**config.mk**
```make
export PLATFORM = sky130hd
export DESIGN_NAME = piso_serializer
export DESIGN_NICKNAME = d
export VERILOG_FILES = /design/src/rtl/piso_serializer.sv
export SDC_FILE = /design/constraint.sdc
export NUM_CORES = 1
export LEC_CHECK = 0
export ABC_AREA = 1
export CORE_AREA = 2 2 39 41
export CTS_CLUSTER_DIAMETER = 60
export DETAILED_ROUTE_END_ITERATION = 10
export DIE_AREA = 0 0 41 43
export GPL_TIMING_DRIVEN = 0
export PLACE_DENSITY = 0.62
export SLEW_MARGIN = 30
export SYNTH_ARGS = -nofsm -noshare
export SYNTH_HDL_FRONTEND = slang
export SYNTH_SLANG_ARGS = --single-unit
```
**constraint.sdc**
```tcl
create_clock -name clk -period 1 [get_ports clk]
set_input_delay 0.2 -clock clk [delete_from_list [all_inputs] [get_ports clk]]
set_output_delay 0.2 -clock clk [all_outputs]
set_load 0.1 [all_outputs]
```
**src/rtl/piso_serializer.sv**
```systemverilog
// Parallel-in serial-out shifter: load/ready handshake, one bit per clk on sout.
// Define PISO_PARITY_EN to append an even-parity bit to every frame.
module piso_serializer #(
  parameter int WIDTH     = 4,
  parameter int MSB_FIRST = 1
) (
  input  logic             clk,
  input  logic             rst_n,
  input  logic [WIDTH-1:0] din,
  input  logic             load,
  output logic             ready,
  output logic             sout,
  output logic             sout_valid,
  output logic             busy,
  output logic             done
);

  localparam int CW = (WIDTH > 1) ? $clog2(WIDTH) : 1;
  localparam logic [CW-1:0] LAST = CW'(WIDTH - 1);

  typedef enum logic [1:0] {IDLE, SHIFT, PARITY} state_e;

  state_e           state_q, state_d;
  logic [CW-1:0]    cnt_q, cnt_d;
  logic [WIDTH-1:0] sreg_q, sreg_d;
  logic             sout_q, sout_d;
  logic             vld_q, vld_d;
  logic             busy_q, busy_d;
`ifdef PISO_PARITY_EN
  logic             par_q, par_d;
`endif

  logic accept;

  // ready (and done) open the slot for the next word so frames chain without a bubble
`ifdef PISO_PARITY_EN
  assign ready = (state_q == IDLE) || (state_q == PARITY);
`else
  assign ready = (state_q == IDLE) || ((state_q == SHIFT) && (cnt_q == LAST));
`endif
  assign done       = ready && (state_q != IDLE);
  assign accept     = load && ready;
  assign sout       = sout_q;
  assign sout_valid = vld_q;
  assign busy       = busy_q;

  always_comb begin
    state_d = state_q;
    cnt_d   = cnt_q;
    sreg_d  = sreg_q;
    sout_d  = sout_q;
    vld_d   = vld_q;
    busy_d  = busy_q;
`ifdef PISO_PARITY_EN
    par_d   = par_q;
`endif
    if (accept) begin
      // The first bit goes straight to sout; the register keeps the remainder pre-shifted.
      sout_d  = (MSB_FIRST != 0) ? din[WIDTH-1] : din[0];
      sreg_d  = (MSB_FIRST != 0) ? (din << 1) : (din >> 1);
      cnt_d   = '0;
      vld_d   = 1'b1;
      busy_d  = 1'b1;
      state_d = SHIFT;
`ifdef PISO_PARITY_EN
      par_d   = ^din;
`endif
    end else begin
      case (state_q)
        SHIFT: begin
          if (cnt_q != LAST) begin
            cnt_d  = cnt_q + 1'b1;
            sout_d = (MSB_FIRST != 0) ? sreg_q[WIDTH-1] : sreg_q[0];
            sreg_d = (MSB_FIRST != 0) ? (sreg_q << 1) : (sreg_q >> 1);
          end else begin
`ifdef PISO_PARITY_EN
            state_d = PARITY;
            sout_d  = par_q;
`else
            state_d = IDLE;
            sout_d  = 1'b0;
            vld_d   = 1'b0;
            busy_d  = 1'b0;
`endif
          end
        end
        PARITY: begin
          state_d = IDLE;
          sout_d  = 1'b0;
          vld_d   = 1'b0;
          busy_d  = 1'b0;
        end
        default: ;
      endcase
    end
  end

  always_ff @(posedge clk or negedge rst_n) begin
    if (!rst_n) begin
      state_q <= IDLE;
      cnt_q   <= '0;
      sreg_q  <= '0;
      sout_q  <= 1'b0;
      vld_q   <= 1'b0;
      busy_q  <= 1'b0;
`ifdef PISO_PARITY_EN
      par_q   <= 1'b0;
`endif
    end else begin
      state_q <= state_d;
      cnt_q   <= cnt_d;
      sreg_q  <= sreg_d;
      sout_q  <= sout_d;
      vld_q   <= vld_d;
      busy_q  <= busy_d;
`ifdef PISO_PARITY_EN
      par_q   <= par_d;
`endif
    end
  end

endmodule
```
======== Word-level counts from Yosys, hierarchy flattened ========
Index checks and enable logic that the tools add are counted.
cells by class
  equal/unequal tests ..................... 5
  muxes and demuxes ....................... 15
  add/sub/neg operators ................... 1
  reduce and logical (&&, ||, !) cells .... 11
operators with widths
  kind                 count
  $mux 4               3
  $mux 2               5
  $reduce_bool 2->1    3
  $eq 2x2->1 const B   2
  $mux 1               4
  $pmux 1 s2           2
  $pmux 2 s2           1
  $reduce_and 2->1     2
  $logic_and 1x1->1    3
  $ne 3x3->1 const B   1
  $reduce_bool 3->1    1
  $add 2x1->2 const B  1
  $eq 2x1->1 const B   1
  $logic_not 2->1      1
  $ne 2x2->1 const B   1
  $logic_or 1x1->1     1
storage, ports and cells
  output and inout bits ................... 5
  word-level logic and storage cells ...... 37
  register bits ........................... 10

======== Depth between registers and ports, before layout ========
Gate-level depths: netlist (run 1).
  depth after elaboration ................. 6
  depth in mapped cells ................... 7
  mapped depth without buffers ............ 7

======== Worst setup path before layout (run 1) ========
Ideal clock, no wire load.
  path kind ............................... register to register
  from .................................... register, netlist name busy
  to ...................................... register sreg_q[2]
  buffers on the path ..................... 0
  arrival ................................. 1.941 ns
  setup slack ............................. -1.065 ns
  setup time .............................. 0.124 ns
  stages on the path, launching flop included .. 6
  path through ............................ dfrtp_1 > nand2_2 > nand2_1 > inv_1 > nand2_1 > nand3_1
RTL lines
  item                    RTL line  source
  end signal: assignment  112       sreg_q <= sreg_d;
  end: declaration        25        logic [WIDTH-1:0] sreg_q, sreg_d;

======== Final worst setup path (run 1) ========
  from .................................... register cnt_q[1]
  to ...................................... output done
between the ends
  longest elaborated chain between the ends .. 4
ends and longest elaborated chain
  item                      RTL line  source
  start: declaration        24        logic [CW-1:0] cnt_q, cnt_d;
  start signal: assignment  111       cnt_q <= cnt_d;
  $eq 2x2->1                39        assign ready = (state_q == IDLE) || ((state_q == SHIFT) && (cnt_q == LAST));
  $logic_and 1x1->1         39
  $logic_or 1x1->1          39
  $logic_and 1x1->1         41        assign done = ready && (state_q != IDLE);
  end: declaration          15        output logic done
Every way passes these cells.

==> results.sh, run 1 <==
export IMPL_synthesis_nets=52
export IMPL_utilization_pct=52.6
export IMPL_max_stage_delay_ps=410
export IMPL_hp_class="in2async"
export IMPL_gp_congestion=0.681
export IMPL_ctsHoldBuffers=0
export IMPL_grt_pass1_vias=329
export IMPL_die_h_um=43
export IMPL_violations="negative setup slack"
export IMPL_synth_area_um2=342
export IMPL_clock_fmax_mhz=720
export IMPL_wl_per_cell_um=10.5
export IMPL_tightest_slew_ps=325
export IMPL_drt_initial_drc_count=5
export IMPL_clock_latency_ps=260
export IMPL_cts_clk_slew_worst_paths_ps=50
export IMPL_drc=0
export IMPL_cts_buffer_depth=2
export IMPL_slew_violations=0
export IMPL_grt_first_pass_wirelength_um=1420
export IMPL_area_delta_synth_final_pct=113
export IMPL_num_rows=14
export IMPL_layout_worst_path_cycle_share_pct=139
export IMPL_diodes=0
export IMPL_initial_core_util_pct=24.7
export IMPL_core_mm2=0.00138
export IMPL_outcome="finished with violations"
export IMPL_fin_nets=78
export IMPL_crit_chain="ha_4 > nand2_4 > clkinvlp_4 > buf_12"
export IMPL_layout_common_cells="14 x nand2_1, 6 x buf_4, 6 x clkdlybuf4s50_1"
export IMPL_ios=12
export IMPL_drive_gt1_share_pct=55.1
export IMPL_htreeDepth=1
export IMPL_dieWidth_um=41
export IMPL_crit_path_end_kind="primary output"
export IMPL_max_cap_viol_count=0
export IMPL_io_buffers=11
export IMPL_min_period_ps=1390
export IMPL_avgSynthCellArea_um2=7.76
export IMPL_dpl_hpwl_um=542
export IMPL_ys_ff_latch=7
export IMPL_r2r_slack_ps=-320
export IMPL_finalHoldViolCount=0
export IMPL_post_route_worst_setup_slack_ps=-389
export IMPL_r2r_cells=7
export IMPL_layout_commonest_cell="nand2_1"
export IMPL_postRouteAntennaNets=0
export IMPL_ys_seq_area_share_pct=51.3
export IMPL_ys_warn_count=0
export IMPL_grt_max_degree=8
export IMPL_vias=363
export IMPL_slew_headroom_pct=78.3
export IMPL_firstDrtPassIters=4
export IMPL_grt_remaining_overflow=0
export IMPL_die_area_mm2=0.00176
export IMPL_finalSetupTns_ps=-3350
export IMPL_timing_critical_path_required_ps=800
export IMPL_path_max_fanout=3
export IMPL_syn_inst=44
export IMPL_grtUsageTotal_pct=13.1
export IMPL_crit_type="reg2out"
export IMPL_viasPerCell=4.27
export IMPL_rsz0062_at_grt="yes"
export IMPL_cts_tree="built"
export IMPL_cts_buffers=3
export IMPL_arrival_ps=1190
export IMPL_setup_viol=12
export IMPL_start_kind="flip-flop"
export IMPL_whs_ps=204
export IMPL_finalClockSkew_ps=1.93
export IMPL_yosysUniqueCellTypes=10
export IMPL_cts_sinks=7
export IMPL_cp_slowest_cell="dfrtp_1"
export IMPL_root_buffer="clkbuf_4"
export IMPL_wirelength_um=889
export IMPL_num_fill_cells=131
export IMPL_antenna_found_initial=0
==> critical path: cells and delay by family (launching register included) <==
family,cells,cell delay (ps)
flops,1,410
buf+inv,2,260
fa+ha+maj,1,200
simple gates,1,60
==> worst paths after layout <==
path,from,endpoint
setup / recovery,cnt_q[1],done
hold / removal,rst_n,cnt_q[1]
setup reg to reg,cnt_q[1],sreg_q[2]
hold reg to reg,sreg_q[2],sreg_q[3]
max in group asynchronous,rst_n,busy
min in group clk,din[0],sreg_q[1]
==> logic make-up (layout without fill, tap and decap cells) <==
| group | count (synthesis) | in the layout | share of synthesized area (%) |
|---|---|---|---|
| DFF | 7 | 7 | 51.3 |
| buffers and inverters | 8 | 33 | 9.89 |
| AOI/OAI and AO/OA | 1 | 1 | 1.46 |
| adders and majority gates | 1 | 1 | 3.66 |
| and+or+nand+nor | 27 | 27 | 33.7 |
==> routing by layer <==
| metal | global-route usage (%) | vias to the layer above | share of wire, % |
|---|---|---|---|
| li1 | - | 182 | - |
| met1 | 13.2 | 165 | 35 |
| met2 | 21.3 | 13 | 56 |
| met3 | 4.71 | 3 | 5.8 |
| met4 | 8.00 | 0 | 2.6 |
| met5 | 0 | - | 0 |
==> layout make-up <==
| class | count | area (um^2) | area share, % |
|---|---|---|---|
| repair buffers | 21 | 254 | 34.9 |
| clock buffers | 4 | 26.3 | 3.61 |
| plain buffers | 1 | 7.51 | 1.03 |
| inverters | 7 | 35.0 | 4.81 |
| flip-flops and latches | 7 | 180 | 24.7 |
| multi-input cells | 29 | 205 | 28.2 |
| well taps | 16 | 20.0 | 2.75 |
==> through the flow <==
stage | worst slack (ps) | cells | cell area, um^2
after floorplan | -352 | 44 | 392
after global placement | -1100 | 71 | 522
after detailed placement | -1110 | 71 | 522
after CTS | -384 | 82 | 673
after global routing | -418 | 85 | 728
final | -389 | 85 | 728
==> cell usage after synthesis <==
| library cell | instances | share of area, % |
|---|---|---|
| inv_1 | 6 | 6.6 |
| nand3_1 | 5 | 7.3 |
| nand2_1 | 19 | 21 |
| nand2_2 | 1 | 1.8 |
| ha_1 | 1 | 3.7 |
| inv_2 | 1 | 1.1 |
| buf_4 | 1 | 2.2 |
| nor2_2 | 2 | 3.7 |
| dfrtp_1 | 7 | 51 |
| o21ai_1 | 1 | 1.5 |
==> registers in the layout, summed over array words and instances (netlist names) <==
signal	cells
sreg_q	3
cnt_q	2
busy	1
sout	1
==> repair_timing <==
item	CTS	global route
resized for setup	50	10
cloned	0	0
pin swaps	7	7
buffers inserted	7	3
endpoints found under the setup margin	12	12
Power of run 1 is not shown: default switching activity piles up to over one toggle a cycle in this logic, so the estimate is an artifact.
==> run 2, diff against run 1 <==
Settings changed: REMOVE_ABC_BUFFERS set to 1.
==> run 2 against run 1 <==
Net effect: the run still ends with negative setup slack left; sequential share of layout area is 2.1 points higher; critical endpoint is now ready; first-iteration DRC count is 60% lower; global-route usage is 2.0 points lower.
==> results.sh, run 2 (synthesized netlist as in run 1, its figures left out) <==
export IMPL_outcome="finished with violations"
export IMPL_violations="negative setup slack"
export IMPL_final_design_area_no_fill_um2=658
export IMPL_hp_class="in2async"
export IMPL_post_route_worst_setup_slack_ps=-313
export IMPL_wirelength_um=802
export IMPL_utilization_pct=47.6
export IMPL_finalClockSkew_ps=1.51
export IMPL_largest_registers="sreg_q: 3 flops, cnt_q: 2 flops"
export IMPL_gp_congestion=0.705
export IMPL_htreeDepth=1
export IMPL_root_buffer="clkbuf_4"
export IMPL_diodes=0
export IMPL_layout_common_cells="16 x nand2_1, 8 x buf_4, 6 x dfrtp_1, 6 x clkdlybuf4s50_1"
export IMPL_grt_max_degree=8
export IMPL_finalSetupTns_ps=-2060
export IMPL_antenna_found_initial=0
export IMPL_area_delta_synth_final_pct=92.7
export IMPL_grt_remaining_overflow=0
export IMPL_min_period_ps=1310
export IMPL_largest_reg_flops=3
export IMPL_dieWidth_um=41
export IMPL_fin_nets=76
export IMPL_cts_sinks=7
export IMPL_ctsHoldBuffers=0
export IMPL_crit_type="reg2out"
export IMPL_layout_commonest_cell="nand2_1"
export IMPL_clock_fmax_mhz=761
export IMPL_drc=0
export IMPL_initial_core_util_pct=24.7
export IMPL_layout_worst_path_cycle_share_pct=131
export IMPL_cts_tree="built"
export IMPL_cts_buffers=3
export IMPL_r2r_cells=8
export IMPL_cts_clk_slew_worst_paths_ps=50
export IMPL_clock_latency_ps=240
export IMPL_cp_slowest_cell="dfrtp_1"
export IMPL_dpl_cell_area_um2=464
export IMPL_vias=334
export IMPL_viasPerCell=4.02
export IMPL_max_cap_viol_count=0
export IMPL_wl_per_cell_um=9.66
export IMPL_die_h_um=43
export IMPL_grtUsageTotal_pct=11.0
export IMPL_crit_path_end_kind="primary output"
export IMPL_cts_buffer_depth=2
export IMPL_max_stage_delay_ps=410
export IMPL_postRouteAntennaNets=0
export IMPL_tightest_slew_ps=322
export IMPL_dpl_hpwl_um=469
export IMPL_top_register="sreg_q"
export IMPL_r2r_start="cnt_q[0]"
export IMPL_die_area_mm2=0.00176
export IMPL_r2r_end="sout"
export IMPL_timing_critical_path_required_ps=800
export IMPL_grt_first_pass_wirelength_um=1280
export IMPL_core_mm2=0.00138
export IMPL_rsz0062_at_grt="yes"
export IMPL_drt_initial_drc_count=2
export IMPL_num_rows=14
export IMPL_grt_pass1_vias=347
export IMPL_setup_viol=12
export IMPL_path_max_fanout=3
export IMPL_drive_gt1_share_pct=44.8
export IMPL_firstDrtPassIters=3
export IMPL_crit_chain="ha_4 > inv_4 > nand2_4 > buf_12"
export IMPL_ios=12
export IMPL_r2r_slack_ps=-190
export IMPL_start_kind="flip-flop"
export IMPL_io_buffers=11
export IMPL_finalHoldViolCount=0
export IMPL_arrival_ps=1110
export IMPL_slew_headroom_pct=78.5
export IMPL_slew_violations=0
run 2: worst max-delay path, delay by kind of cell (launching register included):
family / cells / cell delay (ps)
fa+ha+maj: 1 / 190
buf+inv: 2 / 220
flops: 1 / 410
simple gates: 1 / 50
run 2: layout make-up:
class	instances	area, um^2
clock buffer	4	26.3
fill	129	726
inverter	7	31.3
multi-input combinational	29	178
sequential	7	176
tap	16	20.0
timing repair buffer	20	226
run 2: what timing repair did:
action	4_1_cts	5_1_grt
pin swaps	2	3
setup endpoints to repair	12	12
gates resized for setup	57	5
buffers inserted	8	3
run 2: through the flow:
stage | hold slack (ps) | std cells | worst slack, ps
6_report | 215 | 83 | -313
5_1_grt | 227 | 83 | -346
4_1_cts | 214 | 82 | -331
3_5_place_dp | 468 | 70 | -1090
3_3_place_gp | 459 | 70 | -1080
2_1_floorplan | -95.6 | 43 | -1860
run 2: worst max-delay path by stage:
| stage | from | to | slack (ps) | cells past startpoint |
|---|---|---|---|---|
| floorplan | busy | sreg_q[2] | -1860 | 5 |
| global placement | cnt_q[0] | ready | -1080 | 4 |
| detailed placement | cnt_q[0] | ready | -1090 | 4 |
| CTS | cnt_q[1] | done | -330 | 4 |
| global route | cnt_q[0] | done | -350 | 4 |
| finish | cnt_q[0] | ready | -310 | 4 |
run 2: per-layer routing:
layer | up-vias | wire (um) | GRT usage, %
li1 | 177 | - | -
met1 | 146 | 340 | 11.6
met2 | 11 | 426 | 17.5
met3 | 0 | 35 | 3.14
met4 | 0 | 0 | 8.00
met5 | - | 0 | 0
Power of run 2 is left out for the same reason.
